File: config.mk
export PLATFORM = sky130hd
export DESIGN_NAME = hart_seq
export DESIGN_NICKNAME = d
export VERILOG_FILES = /design/src/rtl/hart_seq.sv
export SDC_FILE = /design/constraint.sdc
export NUM_CORES = 1
export LEC_CHECK = 0
export CORE_MARGIN = 8
export CORE_UTILIZATION = 35
export CTS_CLUSTER_SIZE = 28
export DETAILED_ROUTE_END_ITERATION = 16
export SETUP_SLACK_MARGIN = 0.02
export SYNTH_ARGS = -nofsm -noshare
export SYNTH_HDL_FRONTEND = slang
export SYNTH_SLANG_ARGS = --single-unit
File: constraint.sdc
create_clock -name clk -period 7.85 [get_ports clk]
set_clock_uncertainty 0.1 [all_clocks]
set_input_delay 2.355 -clock clk [delete_from_list [all_inputs] [get_ports clk]]
set_output_delay 2.355 -clock clk [all_outputs]
set_load 0.01 [all_outputs]
File: src/rtl/hart_seq.sv
// hart_seq: single-issue instruction sequencer for a simple hart.
// It steps through FETCH -> DECODE -> EXEC -> WB, and from WB either goes
// back to FETCH or stops in HALTED.
// It holds the program counter, the instruction register, the cycle counter
// and the retired-instruction counter.
// Optional feature: define HART_SEQ_TRAP_EN to trap on a misaligned
// next-PC instead of silently clearing the low two bits.
// All outputs are registered. Each output register is loaded from the
// next-state value, so it lines up with the state it decodes.
module hart_seq #(
  parameter int              XLEN     = 32,
  parameter logic [XLEN-1:0] RESET_PC = {XLEN{1'b0}},
  parameter int              CNT_W    = 32
) (
  input  logic             clk,
  input  logic             rst,
  output logic             imem_req,
  output logic [XLEN-1:0]  imem_addr,
  input  logic             imem_ready,
  input  logic [31:0]      imem_rdata,
  output logic [31:0]      instr,
  output logic             instr_valid,
  input  logic             ex_done,
  input  logic             je,
  input  logic [XLEN-1:0]  jmp,
  input  logic             be,
  input  logic [XLEN-1:0]  br_off,
  input  logic             halt,
  output logic             w_enable,
  output logic [XLEN-1:0]  pc,
  output logic [CNT_W-1:0] cycle_cnt,
  output logic [CNT_W-1:0] instret_cnt,
  output logic             halted,
  output logic             trap
);

  typedef enum logic [2:0] {
    IDLE   = 3'd0,
    FETCH  = 3'd1,
    DECODE = 3'd2,
    EXEC   = 3'd3,
    WB     = 3'd4,
    HALTED = 3'd5
  } state_t;

  localparam logic [XLEN-1:0]  PC_STEP    = {{(XLEN-3){1'b0}}, 3'd4};
  localparam logic [XLEN-1:0]  ADDR_ZERO  = {XLEN{1'b0}};
  localparam logic [CNT_W-1:0] CNT_ONE    = {{(CNT_W-1){1'b0}}, 1'b1};
  localparam logic [CNT_W-1:0] CNT_ZERO   = {CNT_W{1'b0}};

  // Next-PC selection. An absolute jump beats a relative branch, and a
  // relative branch beats sequential flow. All adds wrap modulo 2^XLEN.
  function automatic logic [XLEN-1:0] next_pc_f(
    input logic [XLEN-1:0] cur_pc,
    input logic            jump_en,
    input logic [XLEN-1:0] jump_tgt,
    input logic            br_en,
    input logic [XLEN-1:0] br_delta
  );
    logic [XLEN-1:0] res;
    if (jump_en) begin
      res = jump_tgt;
    end else if (br_en) begin
      res = cur_pc + br_delta;
    end else begin
      res = cur_pc + PC_STEP;
    end
    return res;
  endfunction

  state_t           state_r;
  state_t           state_nxt_s;
  logic [XLEN-1:0]  pc_r;
  logic [XLEN-1:0]  pc_nxt_s;
  logic [XLEN-1:0]  target_s;
  logic [31:0]      instr_r;
  logic [31:0]      instr_nxt_s;
  logic             retire_s;
  logic [CNT_W-1:0] cycle_cnt_r;
  logic [CNT_W-1:0] instret_cnt_r;
  logic             imem_req_r;
  logic [XLEN-1:0]  imem_addr_r;
  logic             instr_valid_r;
  logic             w_enable_r;
  logic             halted_r;

`ifdef HART_SEQ_TRAP_EN
  logic             trap_r;
  logic             trap_nxt_s;
`else
  localparam logic [XLEN-1:0] ALIGN_MASK = {{(XLEN-2){1'b1}}, 2'b00};
`endif

  assign target_s = next_pc_f(pc_r, je, jmp, be, br_off);

  // Next-state, next-PC and instruction-capture logic.
  always_comb begin
    state_nxt_s = state_r;
    pc_nxt_s    = pc_r;
    instr_nxt_s = instr_r;
    retire_s    = 1'b0;
`ifdef HART_SEQ_TRAP_EN
    trap_nxt_s  = trap_r;
`endif
    case (state_r)
      IDLE: begin
        state_nxt_s = FETCH;
      end
      FETCH: begin
        if (imem_ready) begin
          instr_nxt_s = imem_rdata;
          state_nxt_s = DECODE;
        end else begin
          state_nxt_s = FETCH;
        end
      end
      DECODE: begin
        state_nxt_s = EXEC;
      end
      EXEC: begin
        // The instruction counts as retired on entry to WB. The new count
        // is then visible during the same cycle as the w_enable strobe.
        if (ex_done) begin
          state_nxt_s = WB;
          retire_s    = 1'b1;
        end else begin
          state_nxt_s = EXEC;
        end
      end
      WB: begin
`ifdef HART_SEQ_TRAP_EN
        if (target_s[1:0] != 2'b00) begin
          trap_nxt_s  = 1'b1;
          state_nxt_s = HALTED;
        end else begin
          pc_nxt_s = target_s;
          if (halt) begin
            state_nxt_s = HALTED;
          end else begin
            state_nxt_s = FETCH;
          end
        end
`else
        pc_nxt_s = target_s & ALIGN_MASK;
        if (halt) begin
          state_nxt_s = HALTED;
        end else begin
          state_nxt_s = FETCH;
        end
`endif
      end
      HALTED: begin
        state_nxt_s = HALTED;
      end
      default: begin
        state_nxt_s = IDLE;
      end
    endcase
  end

  // State, program counter and instruction register.
  always_ff @(posedge clk or negedge rst) begin
    if (!rst) begin
      state_r <= IDLE;
      pc_r    <= RESET_PC;
      instr_r <= 32'h0000_0000;
    end else begin
      state_r <= state_nxt_s;
      pc_r    <= pc_nxt_s;
      instr_r <= instr_nxt_s;
    end
  end

  // Free-running cycle counter (frozen in HALTED) and retired-instruction counter.
  always_ff @(posedge clk or negedge rst) begin
    if (!rst) begin
      cycle_cnt_r   <= CNT_ZERO;
      instret_cnt_r <= CNT_ZERO;
    end else begin
      if (state_r != HALTED) begin
        cycle_cnt_r <= cycle_cnt_r + CNT_ONE;
      end else begin
        cycle_cnt_r <= cycle_cnt_r;
      end
      if (retire_s) begin
        instret_cnt_r <= instret_cnt_r + CNT_ONE;
      end else begin
        instret_cnt_r <= instret_cnt_r;
      end
    end
  end

  // Registered outputs, decoded from the state being entered.
  always_ff @(posedge clk or negedge rst) begin
    if (!rst) begin
      imem_req_r    <= 1'b0;
      imem_addr_r   <= ADDR_ZERO;
      instr_valid_r <= 1'b0;
      w_enable_r    <= 1'b0;
      halted_r      <= 1'b0;
    end else begin
      imem_req_r    <= (state_nxt_s == FETCH);
      imem_addr_r   <= (state_nxt_s == FETCH) ? pc_nxt_s : ADDR_ZERO;
      instr_valid_r <= (state_nxt_s == DECODE);
      w_enable_r    <= (state_nxt_s == WB);
      halted_r      <= (state_nxt_s == HALTED);
    end
  end

`ifdef HART_SEQ_TRAP_EN
  // Sticky misaligned-target trap flag; only reset clears it.
  always_ff @(posedge clk or negedge rst) begin
    if (!rst) begin
      trap_r <= 1'b0;
    end else begin
      trap_r <= trap_nxt_s;
    end
  end

  assign trap = trap_r;
`else
  assign trap = 1'b0;
`endif

  assign imem_req    = imem_req_r;
  assign imem_addr   = imem_addr_r;
  assign instr       = instr_r;
  assign instr_valid = instr_valid_r;
  assign w_enable    = w_enable_r;
  assign pc          = pc_r;
  assign cycle_cnt   = cycle_cnt_r;
  assign instret_cnt = instret_cnt_r;
  assign halted      = halted_r;

endmodule

# After elaboration in Yosys (flattened, before gate mapping)
# Index checks and enable logic that the tools add are counted.
totals:
  register_bits: 167
  in_bits: 103
  word_cells: 36
op_classes:
  add_sub_neg: 4
  eq_ne: 10
  n_mux: 10
  reduce_logical: 2
op_table:
  columns: ["op", "count"]
  rows:
  - ["$mux 32", 4]
  - ["$add 32x1->32 const B", 2]
  - ["$add 32x3->32 const B", 1]
  - ["$add 32x32->32", 1]
  - ["$pmux 3 s6", 1]
  - ["$eq 3x3->1 const B", 4]
  - ["$eq 3x2->1 const B", 3]
  - ["$eq 3x1->1 const B", 2]
  - ["$mux 3", 2]
  - ["$logic_not 3->1", 1]
  - ["$ne 3x3->1 const B", 1]
  - ["$mux 1", 2]
  - ["$mux 2", 1]
  - ["$reduce_and 2->1", 1]

# Depth between registers and ports, before layout
# Gate-level depths: netlist (run 1).
logic_depth:
  depth_word: 5
  ltp_mapped: 9
  ltp_nobuf: 8

# Worst setup path before layout (run 1)
# No wires, ideal clock.
synth_timing:
  path_kind: "input to register"
  start: "in br_off[17]"
  end: "reg pc_r[26], in the netlist pc[26]"
  setup_time_ns: 0.131
  t_arrival_ns: 4.228
  t_required_ns: 7.619
  path_slack_ns: 3.391
  stages: 9
  path_buffers: 1
  path_cell_list: "ha_1 -> buf_2 -> a21oi_2 -> o21ai_1 -> a221o_1 -> a211o_1 -> a31oi_1 -> nor4_1 -> or3_1"
synth_between:
  elab_chain_len: 4
synth_lines:
  columns: ["item", "line_no", "rtl"]
  rows:
  - ["from (decl)", "27", "input logic [XLEN-1:0] br_off,"]
  - ["$add 32x32->32", "64", "res = cur_pc + br_delta;"]
  - ["$mux 32", "63", "end else if (br_en) begin"]
  - ["$mux 32", "61", "if (jump_en) begin"]
  - ["$mux 32", "105", "case (state_r)"]
  - ["net pc_nxt_s[26]", "74", "logic [XLEN-1:0] pc_nxt_s;"]
  - ["to (signal assigned)", "169", "pc_r <= pc_nxt_s;"]
  - ["to (decl)", "73", "logic [XLEN-1:0] pc_r;"]
# The timed path passes the listed nets, and every way through them passes these cells.
# A chain may end at the register's enable or synchronous reset.

# Worst setup path after layout (run 1)
layout_timing:
  start: "in br_off[7]"
  end: "reg pc_r[26], in the netlist pc[26]"
# Same word-level chain as after synthesis.

==> results of run 1 <==
-- metrics by stage --
step                       util  worst slack, ps
after global placement    0.466             2590
after CTS                 0.488             3100
final                     0.488             3090
after floorplan               -             3390
after global routing      0.488             2910
after detailed placement  0.466             2640
-- cells in the final DEF, fill, tap and decap left out, drive strengths merged, types with 5 or more instances in the layout --
| cell type | count |
|---|---|
| clkdlybuf4s50 | 263 |
| dfrtp | 167 |
| nand2 | 110 |
| xnor2 | 62 |
| nor2 | 58 |
| a21oi | 56 |
| nand3 | 48 |
| mux2 | 35 |
| ha | 33 |
| xor2 | 30 |
| o21ai | 30 |
| and3 | 26 |
| inv | 26 |
| and2 | 21 |
| nand4 | 21 |
| nor3 | 19 |
| a21o | 18 |
| clkbuf | 18 |
| a211oi | 16 |
| a31oi | 14 |
| nor4 | 14 |
| and4 | 11 |
| o211ai | 10 |
| buf | 10 |
| o21bai | 8 |
| o22ai | 7 |
| mux2i | 7 |
| clkinv | 7 |
| nor3b | 6 |
| o31ai | 6 |
| nand3b | 5 |
| a22oi | 5 |
| or2 | 5 |
-- how the worst max path moves through the flow --
stage | to | slack, ps | depth (start not counted)
6_report | pc[26]$_DFF_PN0_ | 3090 | 9
4_1_cts | pc[26]$_DFF_PN0_ | 3100 | 9
3_5_place_dp | pc[26]$_DFF_PN0_ | 2640 | 9
3_3_place_gp | imem_addr[28]$_DFF_PN0_ | 2590 | 7
5_1_grt | imem_addr[29]$_DFF_PN0_ | 2910 | 9
2_1_floorplan | pc[26]$_DFF_PN0_ | 3390 | 9
-- cells by family after synthesis --
family | after synthesis | share of synthesized area
other | 1 | 0.000390
AND/OR/NAND/NOR | 362 | 0.204
buffers and inverters | 57 | 0.0287
XOR/XNOR | 92 | 0.0838
flip-flops | 167 | 0.434
adder cells (fa/ha/maj) | 33 | 0.0429
multiplexers | 42 | 0.0483
AO/OA/AOI/OAI | 213 | 0.158
-- worst max-delay path: stages --
cell and delay, ps:
clkdlybuf4s50_1 430, ha_1 350, nand2_1 100, o21ai_2 350
o211ai_2 230, o31ai_4 400, a31oi_1 170, and4_1 240
or3_1 330
-- area by class of cell --
type / instances / area, um2 / share of cell area
inverter: 19 / 71.3 / 0.00542
timing repair buffer: 273 / 2710 / 0.206
clock buffer: 18 / 429 / 0.0326
sequential: 167 / 4180 / 0.318
tap: 341 / 427 / 0.0324
clock inverter: 14 / 158 / 0.0120
multi-input combinational: 743 / 5180 / 0.394
antenna: 1 / 2.50 / 0.000190
-- flip-flops by register name, indices dropped and copies added, names as in the netlist --
name and flops:
imem_req 1, instr_valid 1, state_r 3, instret_cnt 32, pc 32, halted 1
cycle_cnt 32, w_enable 1, imem_addr 32, instr 32
-- report_power, final --
group	internal [W]	total, W	switching (W)
registers	0.00112	0.00142	0.000294
logic	0.00108	0.00221	0.00114
clock network	0.000429	0.000847	0.000419
-- Yosys cell counts (19+ instances only) --
cell type,count,area share
a21oi_1,55,0.029
and2_1,21,0.014
and3_1,26,0.017
dfrtp_1,167,0.43
ha_1,33,0.043
mux2_2,35,0.041
nand2_1,109,0.043
nand3_1,48,0.025
nand4_1,19,0.012
nor2_1,56,0.022
o21ai_0,26,0.014
xnor2_1,62,0.056
xor2_1,30,0.027
-- per-layer routing --
layer / track usage / vias to the layer above / routed length, um
li1: - / 4054 / -
met3: 0.0517 / 34 / 2300
met4: 0.0531 / 0 / 544
met2: 0.308 / 311 / 14700
met1: 0.244 / 4050 / 14200
met5: 0 / - / 0
==> impl_metrics.py, run 1 <==
metrics = {
    "timing": {
        "fmax_mhz": 210,
        "period_needed_ps": 4760,
        "maxSlewHeadroom": 0.348,
        "finalSetupViolCount": 0,
        "setup_tns_ps": 0,
        "timing.final.crit_share": 0.607,
        "worstMarginPinSlew_ps": 978,
        "drv_slew": 0,
        "hold_violations": 0,
        "hold_slack_ps": 368,
        "rsz0062_at_grt": "no",
    },
    "synthesis": {
        "synth_cell_type_count": 90,
        "synth_nets": 1103,
        "postSynth.asyncResetShare": 1.00,
        "synth_cells": 967,
        "ys.flop_type": "dfrtp_1",
        "yosysWarnings": 0,
        "synth_edf_count": 0,
        "synth_area_um2": 9620,
        "synth_seq_area_share": 0.434,
        "synth_area_per_cell_um2": 9.95,
        "synth-seq-cells": 167,
    },
    "hold_path": {
        "worst_hold_startpoint": "cycle_cnt[31]$_DFFE_PN0N_",
        "hp-class": "reg -> reg",
        "min_to": "cycle_cnt[31]$_DFFE_PN0N_",
        "holdPathStages": 1,
    },
    "floorplanning": {
        "num_rows": 60,
        "die_area_um2": 33000,
        "start_util": 0.357,
        "io_pins": 268,
        "die_height_um": 182,
        "die_x_um": 182,
        "core_um2": 27000,
    },
    "routing": {
        "wl_per_cell_um": 20.1,
        "firstDrtPassIters": 5,
        "vias": 8449,
        "drt-total-wl_um": 31700,
        "ant_nets": 0,
        "first_iter_violations": 574,
        "drc": 0,
        "via_per_inst": 5.36,
    },
    "power_and_ir_drop": {
        "power_w": 0.00448,
        "cellPowerDensity_nw_per_um2": 340,
        "leakage_nw": 5.55,
        "vdd_ir_drop_max_uv": 150,
    },
    "setup_path": {
        "start_kind": "input pin",
        "path_class": "in -> reg",
        "rr_startpoint": "pc[5]$_DFF_PN0_",
        "rr_worst_depth": 8,
        "regToRegEndpoint": "pc[26]$_DFF_PN0_",
        "crit_start": "br_off[7]",
        "crit_path_end_kind": "flip-flop",
        "critPathRequiredTime_ps": 8050,
        "path_max_fanout": 5,
        "critPathArrivalTime_ps": 4970,
        "ff2ff_setup_slack_ps": 4890,
    },
    "global_routing": {
        "grt_pass1_wl_um": 49600,
        "grt_max_degree": 108,
        "antenna_found_initial": 1,
        "grt.overflow.total": 0,
        "grtUsageTotal": 0.189,
        "first_global_vias": 8625,
    },
    "cells_and_area": {
        "final_nets": 1357,
        "area_growth_pct": 36.7,
        "fillerInstances": 2521,
        "design_area_um2": 13200,
        "fin_cells": 1576,
        "drive_above_1_share": 0.0948,
    },
    "placement": {
        "place_inst": 1543,
        "place_area_um2": 12600,
        "dp_hpwl_um": 24200,
        "gp_congestion": 0.924,
        "io_buffer_count": 264,
    },
    "clock_network": {
        "clock_latency_ps": 430,
        "cts_hold_buf": 0,
        "cts.reportedPaths.clkPinSlew_ps": 80,
        "h-tree-depth": 4,
        "clk_path_buf_depth": 2,
        "cts_resized": 0,
        "cts_buffers": 17,
        "post_cts_buffers": 0,
        "cts-root-buf": "clkbuf_16",
        "cts_tree": "done",
        "cts_sinks": 167,
    },
    "status": {
        "status": "finished, final reports clean",
    },
    "job": {
        "drv_cap": 0,
    },
}
Power figures use the tool's default switching activity.
==> inputs of run 2 (changes only) <==
Clock period 7.85 ns to 3.9 ns, I/O delays scaled along.
==> run 2 against run 1 <==
  * Critical path depth did not move
  * Clock power rose by 100%
  * Hold slack better by 1.0 ps
  * Sequential power increased by 99%
  * Register-to-register slack got worse by 3800 ps
  * Final area is 3.2% higher
  * Sequential cell count stayed put
  * Clock-buffer cell count unchanged
  * Core utilization is 1.6 points higher
  * Die area stayed put
  * First-iteration DRC count up 9.6%
  * Critical endpoint is now imem_addr[27]$_DFF_PN0_
==> impl_metrics.py, run 2 (synthesis gave the netlist of run 1 again) <==
metrics = {
    "status": {
        "status": "finished, final reports clean",
    },
    "routing": {
        "drc": 0,
        "ant_nets": 0,
        "via_per_inst": 5.33,
        "firstDrtPassIters": 8,
        "vias": 8693,
        "first_iter_violations": 629,
        "wl_per_cell_um": 20.1,
        "drt-total-wl_um": 32900,
    },
    "power_and_ir_drop": {
        "leakage_nw": 5.82,
        "vdd_ir_drop_max_uv": 334,
        "power_w": 0.00935,
        "cellPowerDensity_nw_per_um2": 689,
    },
    "clock_network": {
        "cts-root-buf": "clkbuf_16",
        "post_cts_buffers": 0,
        "cts_sinks": 167,
        "cts.reportedPaths.clkPinSlew_ps": 70,
        "h-tree-depth": 4,
        "cts_buffers": 17,
        "cts_tree": "done",
        "cts_resized": 0,
        "clk_path_buf_depth": 2,
        "cts_hold_buf": 0,
        "clock_latency_ps": 420,
    },
    "timing": {
        "rsz0062_at_grt": "no",
        "timing.final.crit_share": 0.888,
        "setup_tns_ps": 0,
        "hold_violations": 0,
        "worstMarginPinSlew_ps": 713,
        "fmax_mhz": 289,
        "finalSetupViolCount": 0,
        "maxSlewHeadroom": 0.525,
        "drv_slew": 0,
        "period_needed_ps": 3460,
    },
    "setup_path": {
        "ff2ff_setup_slack_ps": 1040,
        "cp_num_cells": 9,
        "path_max_fanout": 5,
        "path_cells": "clkdlybuf4s50_1 -> ha_1 -> a21o_1 -> a21o_1 -> a221oi_2 -> o31ai_4 -> a21oi_1 -> mux2i_1 -> a211oi_2",
        "cpMostUsedCell": "a21o_1",
        "critPathRequiredTime_ps": 4100,
        "start_kind": "input pin",
        "crit_path_end_kind": "flip-flop",
        "max_stage_delay_ps": 410,
        "cp.buffers_inverters": 1,
        "crit_family": "compound AO/OA/AOI/OAI gates",
        "slowest_stage": "clkdlybuf4s50_1",
        "rr_worst_depth": 8,
        "critPathArrivalTime_ps": 3660,
        "path_class": "in -> reg",
    },
    "job": {
        "drv_cap": 0,
    },
    "floorplanning": {
        "die_height_um": 182,
        "core_um2": 27000,
        "io_pins": 268,
        "start_util": 0.357,
        "die_x_um": 182,
        "num_rows": 60,
        "die_area_um2": 33000,
    },
    "cells_and_area": {
        "final_cell_mix": "263 x clkdlybuf4s50_1, 167 x dfrtp_1, 109 x nand2_1, 66 x buf_4, 62 x xnor2_1",
        "layout_commonest_cell": "clkdlybuf4s50_1",
        "final_nets": 1414,
        "n_antenna_cell": 0,
        "drive_above_1_share": 0.135,
        "area_growth_pct": 41.1,
        "design_area_um2": 13600,
    },
    "global_routing": {
        "grt_max_degree": 75,
        "grtUsageTotal": 0.198,
        "grt_pass1_wl_um": 51600,
        "antenna_found_initial": 0,
        "first_global_vias": 8824,
        "grt.overflow.total": 0,
    },
    "placement": {
        "dp_hpwl_um": 25700,
        "io_buffer_count": 264,
        "gp_congestion": 0.920,
        "place_area_um2": 13000,
    },
    "hold_path": {
        "holdPathStages": 1,
        "hp-class": "reg -> reg",
    },
}
-- run 2: cell types whose count changed in the layout (fill, tap and decap cells not counted), sizes merged --
cell    change
diode       -1
buf        +57
clkinv      -1
inv         +1
-- run 2: worst paths after layout --
| check | startpoint | endpoint |
|---|---|---|
| worst max-delay path | br_off[9] | imem_addr[27]$_DFF_PN0_ |
| worst min-delay path | cycle_cnt[31]$_DFFE_PN0N_ | cycle_cnt[31]$_DFFE_PN0N_ |
| worst max register to register | pc[13]$_DFF_PN0_ | imem_addr[24]$_DFF_PN0_ |
| worst min register to register | cycle_cnt[31]$_DFFE_PN0N_ | cycle_cnt[31]$_DFFE_PN0N_ |
| max in group asynchronous | rst | instr[20]$_DFFE_PN0P_ |
| min in group asynchronous | rst | cycle_cnt[15]$_DFFE_PN0N_ |
-- run 2: layout make-up --
class | count | area, um2
timing repair buffer | 330 | 3140
multi-input combinational | 743 | 5180
inverter | 19 | 71.3
sequential | 167 | 4180
clock buffer | 18 | 429
fill | 2491 | 13400
tap | 341 | 427
clock inverter | 14 | 150
-- run 2: where the power goes --
group | internal, W | leakage, nW | switching (W)
sequential | 0.00226 | 2.13 | 0.000566
clock | 0.000860 | 0.285 | 0.000831
combinational | 0.00243 | 3.41 | 0.00240
-- run 2: per-layer routing --
layer  up-vias  share of wire  GRT usage
met3        30          0.072     0.0507
li1       4171              -          -
met1      4157           0.45      0.256
met4         0          0.013     0.0456
met5         -              0          0
met2       335           0.47      0.326
-- run 2: per-stage QoR --
stage           util  instances  hold WS (ps)  worst slack (ps)
2_1_floorplan      -        967           404               626
3_3_place_gp   0.482       1600           357              5.88
3_5_place_dp   0.482       1600           361              2.54
4_1_cts        0.504       1632           372               442
5_1_grt        0.504       1632           404               313
6_report       0.504       1632           369               435
